### src/rtl/fault_sim_pkg.sv
// Shared definitions for the stuck-at fault simulation sequencer.
// Holds the netlist geometry (input/output/fault-site counts), derived
// widths, the controller state encoding and the per-fault result record.
package fault_sim_pkg;

   // Netlist-under-test geometry
   localparam int N_IN      = 3;
   localparam int N_OUT     = 2;
   localparam int N_FAULTS  = 21;

   // Derived widths and counts
   localparam int SITE_W    = (N_FAULTS > 1) ? $clog2(N_FAULTS) : 1;
   localparam int N_REPORTS = 2 * N_FAULTS;
   localparam int CNT_W     = $clog2(N_REPORTS + 1);

   typedef enum logic [2:0] {
      IDLE    = 3'd0,
      INJECT  = 3'd1,
      APPLY   = 3'd2,
      SETTLE  = 3'd3,
      COMPARE = 3'd4,
      REPORT  = 3'd5,
      DONE    = 3'd6
   } state_e;

   typedef struct packed {
      logic [SITE_W-1:0] site;
      logic              sa;
      logic              det;
      logic [N_IN-1:0]   vec;
   } result_t;

   // True for the final fault of the walk: highest site, stuck-at-1.
   function automatic logic is_last_fault(input logic [SITE_W-1:0] site, input logic sa);
      return (site == SITE_W'(N_FAULTS - 1)) && sa;
   endfunction

endpackage

### src/rtl/fault_sim_sequencer_if.sv
// Bus between the fault sequencer and its environment.
//   vec_out / fault_en / fault_site / fault_sa : stimulus + injection control
//   golden_in / faulty_in                      : outputs of the two netlist copies
//   res_valid / res_ready / res_*              : per-fault result handshake
//   det_count                                  : detected faults this campaign
// master = sequencer, slave = host + netlist pair.
interface fault_sim_sequencer_if;
   import fault_sim_pkg::*;

   logic [N_IN-1:0]   vec_out;
   logic              fault_en;
   logic [SITE_W-1:0] fault_site;
   logic              fault_sa;
   logic [N_OUT-1:0]  golden_in;
   logic [N_OUT-1:0]  faulty_in;
   logic              res_valid;
   logic              res_ready;
   logic [SITE_W-1:0] res_site;
   logic              res_sa;
   logic              res_det;
   logic [N_IN-1:0]   res_vec;
   logic [CNT_W-1:0]  det_count;

   modport master (
      output vec_out, fault_en, fault_site, fault_sa,
      output res_valid, res_site, res_sa, res_det, res_vec, det_count,
      input  golden_in, faulty_in, res_ready
   );

   modport slave (
      input  vec_out, fault_en, fault_site, fault_sa,
      input  res_valid, res_site, res_sa, res_det, res_vec, det_count,
      output golden_in, faulty_in, res_ready
   );

endinterface

### src/rtl/fault_sim_sequencer_settle_timer.sv
// settle_timer: counts the settle wait after a vector is applied.
//   clk_i, rst_i : clock, synchronous active-high reset
//   load_i       : reload with SETTLE_CYC (asserted in APPLY)
//   run_i        : count down (asserted in SETTLE)
//   expired_o    : high on the last settle cycle
// The counter is at least one bit wide so SETTLE_CYC of 0 or 1 still builds;
// with SETTLE_CYC = 0 the sequencer never enters SETTLE.
module settle_timer #(
   parameter int SETTLE_CYC = 2
) (
   input  logic clk_i,
   input  logic rst_i,
   input  logic load_i,
   input  logic run_i,
   output logic expired_o
);

   localparam int TW = (SETTLE_CYC > 1) ? $clog2(SETTLE_CYC + 1) : 1;
   localparam logic [TW-1:0] LOAD_VAL = TW'(SETTLE_CYC);

   logic [TW-1:0] cnt_q, cnt_d;

   // Next count: reload, decrement while running, otherwise hold.
   always_comb begin
      cnt_d = cnt_q;
      if (load_i) begin
         cnt_d = LOAD_VAL;
      end else if (run_i && (cnt_q != {TW{1'b0}})) begin
         cnt_d = cnt_q - TW'(1);
      end else begin
         cnt_d = cnt_q;
      end
   end

   // Count register.
   always_ff @(posedge clk_i) begin
      if (rst_i) begin
         cnt_q <= {TW{1'b0}};
      end else begin
         cnt_q <= cnt_d;
      end
   end

   // Count of 1 means this is the final settle cycle.
   assign expired_o = (cnt_q <= TW'(1));

endmodule

### src/rtl/fault_sim_sequencer.sv
// fault_sim_sequencer: serial stuck-at fault campaign controller.
// Walks faults (site0 sa0, site0 sa1, site1 sa0, ...), applies exhaustive
// vectors to golden and faulty netlists, stops a fault at its first
// detecting vector and reports each fault over a valid/ready handshake.
//   clk_i, rst_i       : clock, synchronous active-high reset
//   start_i            : begin a campaign (only honoured in IDLE)
//   abort_i            : cancel the campaign (any non-IDLE state)
//   busy_o             : high outside IDLE
//   done_o             : one-cycle pulse on normal completion
//   bus (master)       : stimulus, injection control, netlist outputs, results
module fault_sim_sequencer
   import fault_sim_pkg::*;
#(
   parameter int SETTLE_CYC = 2
) (
   input  logic clk_i,
   input  logic rst_i,
   input  logic start_i,
   input  logic abort_i,
   output logic busy_o,
   output logic done_o,
   fault_sim_sequencer_if.master bus
);

   localparam logic [N_IN-1:0] VEC_MAX = {N_IN{1'b1}};

   state_e            state_q, state_d;
   logic [N_IN-1:0]   vec_q, vec_d;
   logic [SITE_W-1:0] site_q, site_d;
   logic              sa_q, sa_d;
   result_t           res_q, res_d;
   logic [CNT_W-1:0]  det_q, det_d;
   logic              busy_q, done_q, fault_en_q, res_valid_q;

   logic timer_load_s;
   logic timer_run_s;
   logic timer_expired_s;
   logic mismatch_s;

   settle_timer #(.SETTLE_CYC(SETTLE_CYC)) u_settle_timer (
      .clk_i     (clk_i),
      .rst_i     (rst_i),
      .load_i    (timer_load_s),
      .run_i     (timer_run_s),
      .expired_o (timer_expired_s)
   );

   assign mismatch_s  = (bus.golden_in != bus.faulty_in);
   assign timer_load_s = (state_q == APPLY);
   assign timer_run_s  = (state_q == SETTLE);

   // Next-state and datapath updates of the campaign FSM.
   always_comb begin
      state_d = state_q;
      vec_d   = vec_q;
      site_d  = site_q;
      sa_d    = sa_q;
      res_d   = res_q;
      det_d   = det_q;

      // Abort overrides everything, including a simultaneous handshake.
      if ((state_q != IDLE) && abort_i) begin
         state_d = IDLE;
      end else begin
         case (state_q)
            IDLE: begin
               if (start_i) begin
                  state_d = INJECT;
                  det_d   = {CNT_W{1'b0}};
                  site_d  = {SITE_W{1'b0}};
                  sa_d    = 1'b0;
               end else begin
                  state_d = IDLE;
               end
            end
            INJECT: begin
               vec_d   = {N_IN{1'b0}};
               state_d = APPLY;
            end
            APPLY: begin
               state_d = (SETTLE_CYC == 0) ? COMPARE : SETTLE;
            end
            SETTLE: begin
               if (timer_expired_s) begin
                  state_d = COMPARE;
               end else begin
                  state_d = SETTLE;
               end
            end
            COMPARE: begin
               if (mismatch_s) begin
                  // Early exit: first detecting vector ends this fault.
                  res_d   = '{site: site_q, sa: sa_q, det: 1'b1, vec: vec_q};
                  state_d = REPORT;
                  if (det_q < CNT_W'(N_REPORTS)) begin
                     det_d = det_q + CNT_W'(1);
                  end else begin
                     det_d = det_q;
                  end
               end else if (vec_q != VEC_MAX) begin
                  vec_d   = vec_q + N_IN'(1);
                  state_d = APPLY;
               end else begin
                  res_d   = '{site: site_q, sa: sa_q, det: 1'b0, vec: {N_IN{1'b0}}};
                  state_d = REPORT;
               end
            end
            REPORT: begin
               if (bus.res_ready) begin
                  if (is_last_fault(site_q, sa_q)) begin
                     state_d = DONE;
                  end else begin
                     state_d = INJECT;
                     if (sa_q) begin
                        site_d = site_q + SITE_W'(1);
                        sa_d   = 1'b0;
                     end else begin
                        sa_d   = 1'b1;
                     end
                  end
               end else begin
                  state_d = REPORT;
               end
            end
            DONE: begin
               state_d = IDLE;
            end
            default: begin
               state_d = IDLE;
            end
         endcase
      end
   end

   // State, datapath and output registers; status flags follow the next state
   // so they line up with the state they describe.
   always_ff @(posedge clk_i) begin
      if (rst_i) begin
         state_q     <= IDLE;
         vec_q       <= {N_IN{1'b0}};
         site_q      <= {SITE_W{1'b0}};
         sa_q        <= 1'b0;
         res_q       <= '{site: {SITE_W{1'b0}}, sa: 1'b0, det: 1'b0, vec: {N_IN{1'b0}}};
         det_q       <= {CNT_W{1'b0}};
         busy_q      <= 1'b0;
         done_q      <= 1'b0;
         fault_en_q  <= 1'b0;
         res_valid_q <= 1'b0;
      end else begin
         state_q     <= state_d;
         vec_q       <= vec_d;
         site_q      <= site_d;
         sa_q        <= sa_d;
         res_q       <= res_d;
         det_q       <= det_d;
         busy_q      <= (state_d != IDLE);
         done_q      <= (state_d == DONE);
         fault_en_q  <= (state_d != IDLE) && (state_d != DONE);
         res_valid_q <= (state_d == REPORT);
      end
   end

   assign busy_o         = busy_q;
   assign done_o         = done_q;
   assign bus.vec_out    = vec_q;
   assign bus.fault_en   = fault_en_q;
   assign bus.fault_site = site_q;
   assign bus.fault_sa   = sa_q;
   assign bus.res_valid  = res_valid_q;
   assign bus.res_site   = res_q.site;
   assign bus.res_sa     = res_q.sa;
   assign bus.res_det    = res_q.det;
   assign bus.res_vec    = res_q.vec;
   assign bus.det_count  = det_q;

endmodule

### src/flat_wrapper.sv
// flat-port wrapper written by rule: the top's interface ports become plain ports
module fault_sim_sequencer_flat import fault_sim_pkg::*;
#(
   parameter int SETTLE_CYC = 2
)
  (clk_i, rst_i, start_i, abort_i, busy_o, done_o, bus_vec_out, bus_fault_en, bus_fault_site, bus_fault_sa, bus_res_valid, bus_res_site, bus_res_sa, bus_res_det, bus_res_vec, bus_det_count, bus_golden_in, bus_faulty_in, bus_res_ready);
  fault_sim_sequencer_if bus_i ();
  input  logic clk_i;
  input  logic rst_i;
  input  logic start_i;
  input  logic abort_i;
  output logic busy_o;
  output logic done_o;
  output wire logic [$bits(bus_i.vec_out)-1:0] bus_vec_out;
  output wire logic [$bits(bus_i.fault_en)-1:0] bus_fault_en;
  output wire logic [$bits(bus_i.fault_site)-1:0] bus_fault_site;
  output wire logic [$bits(bus_i.fault_sa)-1:0] bus_fault_sa;
  output wire logic [$bits(bus_i.res_valid)-1:0] bus_res_valid;
  output wire logic [$bits(bus_i.res_site)-1:0] bus_res_site;
  output wire logic [$bits(bus_i.res_sa)-1:0] bus_res_sa;
  output wire logic [$bits(bus_i.res_det)-1:0] bus_res_det;
  output wire logic [$bits(bus_i.res_vec)-1:0] bus_res_vec;
  output wire logic [$bits(bus_i.det_count)-1:0] bus_det_count;
  input wire logic [$bits(bus_i.golden_in)-1:0] bus_golden_in;
  input wire logic [$bits(bus_i.faulty_in)-1:0] bus_faulty_in;
  input wire logic [$bits(bus_i.res_ready)-1:0] bus_res_ready;
  assign bus_vec_out = bus_i.vec_out;
  assign bus_fault_en = bus_i.fault_en;
  assign bus_fault_site = bus_i.fault_site;
  assign bus_fault_sa = bus_i.fault_sa;
  assign bus_res_valid = bus_i.res_valid;
  assign bus_res_site = bus_i.res_site;
  assign bus_res_sa = bus_i.res_sa;
  assign bus_res_det = bus_i.res_det;
  assign bus_res_vec = bus_i.res_vec;
  assign bus_det_count = bus_i.det_count;
  assign bus_i.golden_in = bus_golden_in;
  assign bus_i.faulty_in = bus_faulty_in;
  assign bus_i.res_ready = bus_res_ready;
  fault_sim_sequencer #(.SETTLE_CYC(SETTLE_CYC)) u_core (.clk_i(clk_i), .rst_i(rst_i), .start_i(start_i), .abort_i(abort_i), .busy_o(busy_o), .done_o(done_o), .bus(bus_i));
endmodule
### config.mk
export PLATFORM = sky130hd
export DESIGN_NAME = fault_sim_sequencer_flat
export DESIGN_NICKNAME = d
export VERILOG_FILES = /design/src/rtl/fault_sim_pkg.sv /design/src/rtl/fault_sim_sequencer_if.sv /design/src/rtl/fault_sim_sequencer_settle_timer.sv /design/src/rtl/fault_sim_sequencer.sv /design/src/flat_wrapper.sv
export SDC_FILE = /design/constraint.sdc
export NUM_CORES = 1
export LEC_CHECK = 0
export BUFFER_PORTS_ARGS = -buffer_cell sky130_fd_sc_hd__buf_2
export CAP_MARGIN = 25
export CELL_PAD_IN_SITES_DETAIL_PLACEMENT = 1
export CELL_PAD_IN_SITES_GLOBAL_PLACEMENT = 2
export CORE_MARGIN = 10
export CORE_UTILIZATION = 34
export DETAILED_ROUTE_END_ITERATION = 6
export PLACE_DENSITY = 0.8
export RECOVER_POWER = 100
export SYNTH_ARGS = -nofsm -noshare
export SYNTH_HDL_FRONTEND = slang
export SYNTH_HIERARCHICAL = 1
export SYNTH_SLANG_ARGS = --single-unit
### constraint.sdc
create_clock -name clk_i -period 2.6 [get_ports clk_i]
set_input_delay 0.52 -clock clk_i [delete_from_list [all_inputs] [get_ports clk_i]]
set_output_delay 0.52 -clock clk_i [all_outputs]
set_load 0.1 [all_outputs]
==> impl_metrics.env <==
export IMPL_finalCriticalPeriod_ns=2.22
export IMPL_crit_required_ns=2.08
export IMPL_dieHeight_um=92.1
export IMPL_async_reset_ff_share_pct=0
export IMPL_busiest_layer="met2"
export IMPL_grt_pass1_wl_mm=8.21
export IMPL_synth_avg_cell_area_um2=8.74
export IMPL_power_frac_seq_pct=43.8
export IMPL_clockBufferDepth=2
export IMPL_tightest_slew_ns=1.19
export IMPL_path_class="flip-flop to output port"
export IMPL_syn_to_final_growth_pct=16.1
export IMPL_drc_errors=0
export IMPL_numPortBuffers=37
export IMPL_grtUsageMet3_pct=4.32
export IMPL_syn_num_nets=218
export IMPL_antenna_left=0
export IMPL_h_tree_depth=2
export IMPL_crit_path_end_kind="output port"
export IMPL_power_switching_mw=0.390
export IMPL_first_global_vias=1631
export IMPL_cp_start_kind="flip-flop"
export IMPL_path_max_fanout=8
export IMPL_yosys_area_top_type="dfxtp_1"
export IMPL_synth_edf_count=0
export IMPL_cp_arrival_ns=1.70
export IMPL_insertion_delay_ns=0.30
export IMPL_synthTopCellsByArea="dfxtp_1 (39%), a21oi_1 (5.1%), ha_1 (5.0%)"
export IMPL_leakage_nw=0.745
export IMPL_yosysWarnings=6
export IMPL_syn_inst=202
export IMPL_timing_fmax_mhz=450
export IMPL_final_setup_skew_ns=0.00729
export IMPL_p_clk_share_pct=39.4
export IMPL_instances_no_fill=312
export IMPL_clk_pin_slew_ns=0.08
export IMPL_coreArea_um2=5070
export IMPL_powerDensity_nw_per_um2=620
export IMPL_synth_flop_cell="dfxtp_1"
export IMPL_period_share_pct=85.5
export IMPL_wirelength_mm=4.78
export IMPL_post_route_cells_drive_above_1_share_pct=11.2
export IMPL_ys_ff_latch=34
export IMPL_report_final_slew_viol_count=0
export IMPL_grtUsageMet2_pct=18.2
export IMPL_grt_overflow=0
export IMPL_cts_repair_resized=0
export IMPL_grt_usage_pct=11.9
export IMPL_status="finished clean"
export IMPL_syn_area_um2=1770
export IMPL_finalSetupViolations=0
export IMPL_peakVddDrop_v=0.000324
export IMPL_drt_first_pass_iters=4
export IMPL_row_count=26
export IMPL_n_fill_cell=672
export IMPL_boundaryPins=38
export IMPL_drt_iter0_drc=30
export IMPL_hold_violations=0
export IMPL_crit_family="buffers and inverters"
export IMPL_die_area_um2=8480
export IMPL_post_drt_via_cell_ratio=5.07
export IMPL_start_util_pct=34.8
export IMPL_yosys_top_cells_count="dfxtp_1 (34), nor2_1 (20), a21oi_1 (18), inv_1 (10), nand2_1 (10)"
export IMPL_ys_seq_area_share_pct=38.6
export IMPL_post_dp_hpwl_mm=3.63
export IMPL_place_area_um2=2020
export IMPL_synth_most_common_cell="dfxtp_1"
export IMPL_crit_buf_inv=1
export IMPL_cellInternalPower_mw=0.881
export IMPL_cts_buffers=5
export IMPL_hold_buffers=0
export IMPL_grt_max_degree=23
export IMPL_antennaDiodeCount=0
export IMPL_grt_met1_usage_pct=14.5
export IMPL_vias=1583
export IMPL_post_cts_buffers=0
export IMPL_comb_power_share_pct=16.7
export IMPL_max_stage_delay_ns=0.90
export IMPL_hold_slack_ns=0.507
export IMPL_cts_root_buffer="clkbuf_8"
export IMPL_gp_congestion=0.791
export IMPL_fin_area_um2=2050
export IMPL_relSlewSlack_pct=21.1
export IMPL_crit_chain="clkbuf_1"
export IMPL_cts_tree="built"
export IMPL_avgRoutedWirePerCell_um=15.3
export IMPL_final_util_pct=40.4
export IMPL_cts_sinks=34
export IMPL_fp_dieW_um=92.1
export IMPL_tns_ns=0
export IMPL_cp_slowest_cell="clkbuf_1"
export IMPL_yosys_area_top_type_share_pct=38.6
export IMPL_p_sw_share_pct=30.7
export IMPL_dp_cells=304
export IMPL_hold_class="flip-flop to flip-flop"
export IMPL_antenna_found_initial=0
export IMPL_cap_viol_max_count=0
export IMPL_fin_nets=257
export IMPL_rsz0062_at_grt="false"
export IMPL_synth_distinct_cells=49
[metrics by stage]
stage | power (mW) | setup slack, ns
finish | 1.27 | 0.377
global route | 1.33 | 0.310
CTS | 1.31 | 0.586
detailed placement | 0.806 | 0.605
global placement | 0.805 | 0.611
floorplan | 0.751 | 0.0468
[cell type report]
class / instances / area, µm² / share of cell area [%]
multi-input combinational: 149 / 955 / 46.6
timing repair buffer: 41 / 175 / 8.55
inverter: 10 / 37.5 / 1.83
clock inverter: 3 / 45.0 / 2.20
tap: 70 / 87.6 / 4.27
sequential: 34 / 681 / 33.2
clock buffer: 5 / 68.8 / 3.36
[sequential cells by signal (all words and copies together) (netlist names)]
| register | flops |
|---|---|
| u_core/bus.res_site | 5 |
| u_core/bus.res_sa | 1 |
| u_core/bus.res_det | 1 |
| u_core/busy_o | 1 |
| u_core/done_o | 1 |
| u_core/bus.res_valid | 1 |
| u_core/u_settle_timer/cnt_q | 2 |
| u_core/bus.vec_out | 3 |
| u_core/bus.fault_en | 1 |
| u_core/bus.det_count | 6 |
| u_core/bus.fault_site | 5 |
| u_core/state_q | 3 |
| u_core/bus.res_vec | 3 |
| u_core/bus.fault_sa | 1 |
[worst paths after layout]
kind                                               from                            endpoint  slack (ns)  depth (start not counted)
setup / recovery  u_core/bus.fault_site[2]$_SDFFE_PP0P_                   bus_fault_site[2]        0.38                          1
hold / removal       u_core/bus.vec_out[2]$_SDFFE_PP0P_  u_core/bus.vec_out[2]$_SDFFE_PP0P_        0.51                          2
setup reg to reg           u_core/state_q[0]$_SDFF_PP0_  u_core/bus.res_vec[2]$_SDFFE_PP0P_        0.49                          5
hold reg to reg      u_core/bus.vec_out[2]$_SDFFE_PP0P_  u_core/bus.vec_out[2]$_SDFFE_PP0P_        0.51                          2
[power groups by stage]
stage / clock network, mW / registers [mW] / logic, mW
after floorplan: 0 / 0.604 / 0.147
after global placement: 0 / 0.571 / 0.235
after detailed placement: 0 / 0.571 / 0.235
after CTS: 0.514 / 0.560 / 0.236
after global routing: 0.538 / 0.561 / 0.234
final: 0.501 / 0.557 / 0.213
[logic make-up after synthesis]
group           after synthesis  synth area share (%)
simple gates                 80                  24.9
buf+inv                      19                  4.96
fa+ha+maj                     7                  4.96
mux                           6                  3.40
xor+xnor                      9                  4.46
compound gates               47                  18.7
flops                        34                  38.6
[layer usage]
metal  vias up  wire [µm]
met5         -          0
met4         0         80
met3         7        258
met2        31       2130
met1       745       2310
li1        800          -
[layout by cell type (no fill, tap or decap), drive strengths merged, types with 2 or more instances in the layout]
cell type	instances
a22oi	3
nand2b	3
a21oi	19
nor3b	3
nand3	8
or3	8
nor2	21
nor3	4
or2	2
inv	10
xnor2	5
clkinvlp	2
nor2b	6
o21ai	9
a31oi	2
a211oi	4
o2111ai	2
dfxtp	34
mux2i	6
and3	2
and2	2
nand2	10
buf	11
ha	7
xor2	4
nand4	3
clkbuf	35
nor4	3
(Power assumes the default switching activity.)
